==> src/rtl/seq_player.sv <==
// Taglist sequence player: fetches start/end/last entries from a synchronous
// RAM and steps a playback address through the selected sequence.
module seq_player #(
  parameter int ADDR_W  = 10,
  parameter int TAG_AW  = 7,
  parameter int RAM_LAT = 1,
  localparam int ENTRY_W = 2*ADDR_W+1
) (
  input  logic               clock_n,
  input  logic               reset,
  input  logic [ENTRY_W-1:0] data_in,
  input  logic               pb_seq_up,
  input  logic               pb_seq_dn,
  input  logic [1:0]         mode,
  input  logic               pause,
  output logic [TAG_AW-1:0]  ram_counter,
  output logic [ADDR_W-1:0]  addr,
  output logic               load,
  output logic               addr_inc,
  output logic               at_end,
  output logic               seq_wrap,
  output logic               done
);

  typedef enum logic [1:0] {
    S_FETCH, S_LOAD, S_PLAY, S_HOLD
  } state_t;

  localparam logic [1:0]        LAT_M1   = 2'(RAM_LAT-1);
  localparam logic [TAG_AW-1:0] IDX_ONE  = 1;
  localparam logic [ADDR_W-1:0] ADDR_ONE = 1;

  state_t              r_state, w_state_nx;
  logic [1:0]          r_cnt;
  logic [TAG_AW-1:0]   r_idx, w_idx_nx;
  logic [TAG_AW-1:0]   r_last_idx;
  logic                r_last_valid;
  logic [ADDR_W-1:0]   r_start, r_end;
  logic                r_last;
  logic [ADDR_W-1:0]   r_addr, w_addr_nx;
  logic                r_done, w_done_nx;
  logic                r_wrap, w_wrap_nx;
  logic                r_up1, r_up2, r_dn1, r_dn2;
  logic                r_pu, r_pd, w_pu_nx, w_pd_nx;
  logic                w_cap, w_inc, w_eq;
  logic                w_up_req, w_dn_req, w_go_up, w_go_dn;
  logic [ADDR_W-1:0]   w_start, w_end_raw, w_end_c;
  logic [TAG_AW-1:0]   w_up_idx, w_dn_idx;
  logic                w_up_wrap, w_dn_wrap;

  assign w_start   = data_in[2*ADDR_W:ADDR_W+1];
  assign w_end_raw = data_in[ADDR_W:1];
  // Malformed entries collapse to a single address
  assign w_end_c   = (w_end_raw < w_start) ? w_start : w_end_raw;

  assign w_up_req = r_up1 & ~r_up2 & ~(r_dn1 & ~r_dn2);
  assign w_dn_req = r_dn1 & ~r_dn2 & ~(r_up1 & ~r_up2);
  assign w_go_up  = w_up_req | (r_pu & ~w_dn_req);
  assign w_go_dn  = w_dn_req | (r_pd & ~w_up_req);
  assign w_eq     = (r_addr == r_end);

  always_comb begin
    w_up_idx  = r_idx + IDX_ONE;
    w_up_wrap = 1'b0;
    if (r_last || (&r_idx)) begin
      w_up_idx  = '0;
      w_up_wrap = 1'b1;
    end
    w_dn_idx  = r_idx - IDX_ONE;
    w_dn_wrap = 1'b0;
    if (r_idx == '0) begin
      w_dn_idx  = r_last_valid ? r_last_idx : '0;
      w_dn_wrap = r_last_valid;
    end
  end

  always_comb begin
    w_state_nx = r_state;
    w_idx_nx   = r_idx;
    w_addr_nx  = r_addr;
    w_done_nx  = r_done;
    w_wrap_nx  = 1'b0;
    w_pu_nx    = r_pu;
    w_pd_nx    = r_pd;
    w_cap      = 1'b0;
    w_inc      = 1'b0;
    unique case (r_state)
      S_FETCH, S_LOAD: begin
        if (w_up_req) begin
          w_pu_nx = 1'b1;
          w_pd_nx = 1'b0;
        end else if (w_dn_req) begin
          w_pu_nx = 1'b0;
          w_pd_nx = 1'b1;
        end
        if (r_state == S_LOAD) begin
          w_state_nx = pause ? S_HOLD : S_PLAY;
        end else if (r_cnt == LAT_M1) begin
          w_cap      = 1'b1;
          w_addr_nx  = w_start;
          w_state_nx = S_LOAD;
        end
      end
      S_PLAY, S_HOLD: begin
        w_pu_nx = 1'b0;
        w_pd_nx = 1'b0;
        if (w_go_up) begin
          w_idx_nx   = w_up_idx;
          w_wrap_nx  = w_up_wrap;
          w_done_nx  = 1'b0;
          w_state_nx = S_FETCH;
        end else if (w_go_dn) begin
          w_idx_nx   = w_dn_idx;
          w_wrap_nx  = w_dn_wrap;
          w_done_nx  = 1'b0;
          w_state_nx = S_FETCH;
        end else if (r_state == S_HOLD) begin
          if (!r_done && !pause) w_state_nx = S_PLAY;
        end else if (!pause) begin
          if (!w_eq) begin
            w_inc     = 1'b1;
            w_addr_nx = r_addr + ADDR_ONE;
          end else begin
            unique case (mode)
              2'b00: w_addr_nx = r_start;
              2'b01: begin
                w_state_nx = S_HOLD;
                w_done_nx  = 1'b1;
              end
              2'b10: begin
                w_idx_nx   = w_up_idx;
                w_wrap_nx  = w_up_wrap;
                w_state_nx = S_FETCH;
              end
              2'b11: begin
                if (r_last) begin
                  w_state_nx = S_HOLD;
                  w_done_nx  = 1'b1;
                end else begin
                  w_idx_nx   = w_up_idx;
                  w_wrap_nx  = w_up_wrap;
                  w_state_nx = S_FETCH;
                end
              end
            endcase
          end
        end
      end
    endcase
  end

  always_ff @(posedge clock_n) begin
    if (reset) begin
      r_state      <= S_FETCH;
      r_cnt        <= '0;
      r_idx        <= '0;
      r_last_idx   <= '0;
      r_last_valid <= 1'b0;
      r_start      <= '0;
      r_end        <= '0;
      r_last       <= 1'b0;
      r_addr       <= '0;
      r_done       <= 1'b0;
      r_wrap       <= 1'b0;
      r_up1        <= 1'b0;
      r_up2        <= 1'b0;
      r_dn1        <= 1'b0;
      r_dn2        <= 1'b0;
      r_pu         <= 1'b0;
      r_pd         <= 1'b0;
    end else begin
      r_state <= w_state_nx;
      r_cnt   <= (r_state == S_FETCH && w_state_nx == S_FETCH) ?
                 r_cnt + 2'd1 : 2'd0;
      r_idx   <= w_idx_nx;
      r_addr  <= w_addr_nx;
      r_done  <= w_done_nx;
      r_wrap  <= w_wrap_nx;
      r_pu    <= w_pu_nx;
      r_pd    <= w_pd_nx;
      r_up1   <= pb_seq_up;
      r_up2   <= r_up1;
      r_dn1   <= pb_seq_dn;
      r_dn2   <= r_dn1;
      if (w_cap) begin
        r_start <= w_start;
        r_end   <= w_end_c;
        r_last  <= data_in[0];
        if (data_in[0]) begin
          r_last_idx   <= r_idx;
          r_last_valid <= 1'b1;
        end
      end
    end
  end

  assign ram_counter = r_idx;
  assign addr        = r_addr;
  assign load        = (r_state == S_LOAD);
  assign at_end      = (r_state != S_FETCH) && w_eq;
  assign addr_inc    = w_inc;
  assign seq_wrap    = r_wrap;
  assign done        = r_done;

endmodule

==> config.mk <==
export PLATFORM = sky130hd
export DESIGN_NAME = seq_player
export DESIGN_NICKNAME = d
export VERILOG_FILES = /design/src/rtl/seq_player.sv
export SDC_FILE = /design/constraint.sdc
export NUM_CORES = 1
export LEC_CHECK = 0
export BUFFER_PORTS_ARGS = -buffer_cell sky130_fd_sc_hd__buf_2
export CORE_MARGIN = 5
export CORE_UTILIZATION = 57
export CTS_CLUSTER_SIZE = 24
export DETAILED_ROUTE_END_ITERATION = 7
export GPL_ROUTABILITY_DRIVEN = 1
export PLACE_DENSITY = 0.92
export SYNTH_ARGS = -nofsm -noshare
export SYNTH_HDL_FRONTEND = slang
export SYNTH_SLANG_ARGS = --single-unit
==> constraint.sdc <==
create_clock -name clock_n -period 3.1 [get_ports clock_n]
set_input_delay 0.155 -clock clock_n [delete_from_list [all_inputs] [get_ports clock_n]]
set_output_delay 0.155 -clock clock_n [all_outputs]
set_load 0.02 [all_outputs]
==> impl_metrics.toml <==
[cells_and_area]
final_cell_area_mm2 = 0.00382
antenna_cells = 0
nFillCells = 455
syn2layout_area_growth_pct = 13.3
final_nets = 499
drive_gt1_share_pct = 19.1

[logic_synthesis]
yosysSeqAreaShare_pct = 34.4
ys_warn_count = 0
syn_area_mm2 = 0.00337
synthTopCellsByCount = "64 x nand2_1, 58 x dfxtp_1, 35 x a21oi_1, 33 x nor2_1, 23 x clkbuf_1"
ys.flop_type = "dfxtp_1"
synth_area_leader_cell = "dfxtp_1"
ys_seq_elements = 58
synth_most_common_cell = "nand2_1"
yosysTopAreaCellShare_pct = 34.4
synthArstFlopShare_pct = 0
synth_area_leaders = "dfxtp_1 34%, nand2_1 7.1%, ha_1 5.6%, a21oi_1 5.2%, a311oi_2 4.0%"
synthDistinctLibCells = 55
synth_area_per_cell_um2 = 8.05
synth_nets = 462
synth_edf_count = 0
synthCells = 419

[cts]
holdBufCountCts = 0
htreeDepth = 3
cts_setup_buffers = 0
numCtsBuffers = 9
cts_tree = "done"
ctsResizeCount = 0
cts.sinks = 58
clk_pin_slew_ns = 0.07
clockRootBuffer = "clkbuf_8"
cts_buffer_depth = 2
insertion_delay_ns = 0.36

[routing]
drc_errors = 0
routed_wl_um = 8700
routedWlPerCell_um = 16.3
via_per_inst = 6.05
drt_iter0_drc = 291
dr.pass1.iters = 7
vias = 3238
drtAntennaViolNets = 0

[sta]
fmaxAchievable_mhz = 376
hold_viol = 0
grt_setup_unrepaired = "no"
maxSlewHeadroom_pct = 22.8
slew_violations = 0
finalCritPeriodShare_pct = 85.7
worst_pin_slew_ns = 1.15
fin_setup_tns_ns = 0
setup_violations = 0
period_needed_ns = 2.66
finClkSkew_ns = 0.0100

[floorplanning]
start_util_pct = 57.6
die-area_mm2 = 0.00755
rows = 28
die_width_um = 86.9
io-pin-count = 50
core_area_mm2 = 0.00585
die_height_um = 86.9

[power_and_ir_drop]
p_leak_nw = 1.61
peakVddDrop_uv = 452
power_density_mw_per_mm2 = 884

[worst_setup_path]
critPathArrivalTime_ns = 2.92
crit_required_ns = 3.36
path_max_fanout = 20
worstSetupEndpointType = "register"
startpoint_type = "register"
crit_type = "register to register"
worst-r2r-cell-count = 9
r2r-end = "addr[4]$_SDFFE_PP0P_"
timing.rr.start = "r_up2$_SDFF_PP0_"
r2r_slack_ns = 0.44

[outcome]
status = "complete, no violations"

[hold_path]
holdPathEnd = "r_dn1$_SDFF_PP0_"
hold_path.class = "input port to register"
holdPathStages = 2
hp-start = "pb_seq_dn"

[global_routing]
groute.usage.overall_pct = 23.9
grt_max_degree = 40
antenna_found_initial = 0
grt_pass1_vias = 3093
grt_overflow = 0
grt_pass1_wl_um = 14400

[place]
placed_cell_area_mm2 = 0.00363
place_congestion = 0.845
place_hpwl_um = 6120
port_buffers = 49

[run]
maxCapViolCount = 0
cells in the final DEF (no fill, tap or decap), types with 12 or more instances in the layout:
cell      instances
nor2_1           33
ha_1             15
inv_1            21
nand2_1          64
o211ai_1         12
dfxtp_1          58
a211oi_1         17
xnor2_1          13
a21oi_1          35
buf_2            49
per-layer routing:
metal / vias to the layer above / part of all wire [%] / GRT usage (%)
li1: 1558 / - / -
met1: 1510 / 43 / 29.5
met3: 31 / 6.4 / 4.35
met5: - / 0 / 0
met4: 0 / 2.6 / 10.9
met2: 139 / 48 / 40.3
cell families after synthesis:
logic type,after synthesis,synth area share (%)
xor gates and xnor gates,18,4.68
AOI/OAI and AO/OA,107,23.2
DFF,58,34.4
muxes,11,3.30
buffers and inverters,51,6.16
and+or+nand+nor,159,22.7
adders and majority gates,15,5.57
area by class of cell:
cell class	count	area (µm²)	share of cell area [%]
multi-input combinational	310	2000	52.4
sequential	58	1160	30.4
timing repair buffer	56	298	7.80
clock buffer	12	145	3.80
tap	75	93.8	2.46
inverter	21	78.8	2.06
clock inverter	3	40.0	1.05
how the worst max path moves through the flow:
stage	start	to	slack (ns)	depth (start not counted)
after detailed placement	r_up2$_SDFF_PP0_	addr[4]$_SDFFE_PP0P_	0.44	9
after floorplan	r_dn2$_SDFF_PP0_	addr[2]$_SDFFE_PP0P_	0.84	9
after global routing	r_up2$_SDFF_PP0_	addr[7]$_SDFFE_PP0P_	0.25	9
after global placement	r_dn2$_SDFF_PP0_	addr[9]$_SDFFE_PP0P_	0.57	8
after CTS	r_up2$_SDFF_PP0_	addr[4]$_SDFFE_PP0P_	0.43	9
final	r_up2$_SDFF_PP0_	addr[4]$_SDFFE_PP0P_	0.44	9
state kept, by name, summed over array words and instances (netlist names), 2 cells and up:
name and cells:
ram_counter 7, r_start 10, r_cnt 2, r_end 10, addr 10, r_state 2
r_last_idx 7
per-stage QoR:
step | instances | util (%) | setup WS, ns | power, mW | hold WS (ns)
3_3_place_gp | 520 | 62.1 | 0.573 | 2.59 | 0.379
6_report | 535 | 65.3 | 0.442 | 3.38 | 0.00872
2_1_floorplan | 419 | - | 0.838 | 2.29 | 0.283
4_1_cts | 535 | 65.3 | 0.429 | 3.35 | 0.0172
3_5_place_dp | 520 | 62.1 | 0.439 | 2.66 | 0.375
5_1_grt | 535 | 65.3 | 0.247 | 3.59 | 0.0169
report_power, final:
group          switching [mW]  internal (mW)  total, mW
combinational           0.937          0.566       1.50
sequential              0.237          0.950       1.19
clock                   0.299          0.386      0.685
total                    1.47           1.90       3.38
critical path: stages (launching register included):
cell,delay (ns)
dfxtp_1,0.31
nand2b_1,0.13
inv_1,0.05
ha_1,0.23
or4_4,0.52
or3_4,0.37
a22oi_2,0.13
o31a_2,0.47
nor2_1,0.10
a311oi_2,0.26
(Power assumes the default switching activity.)
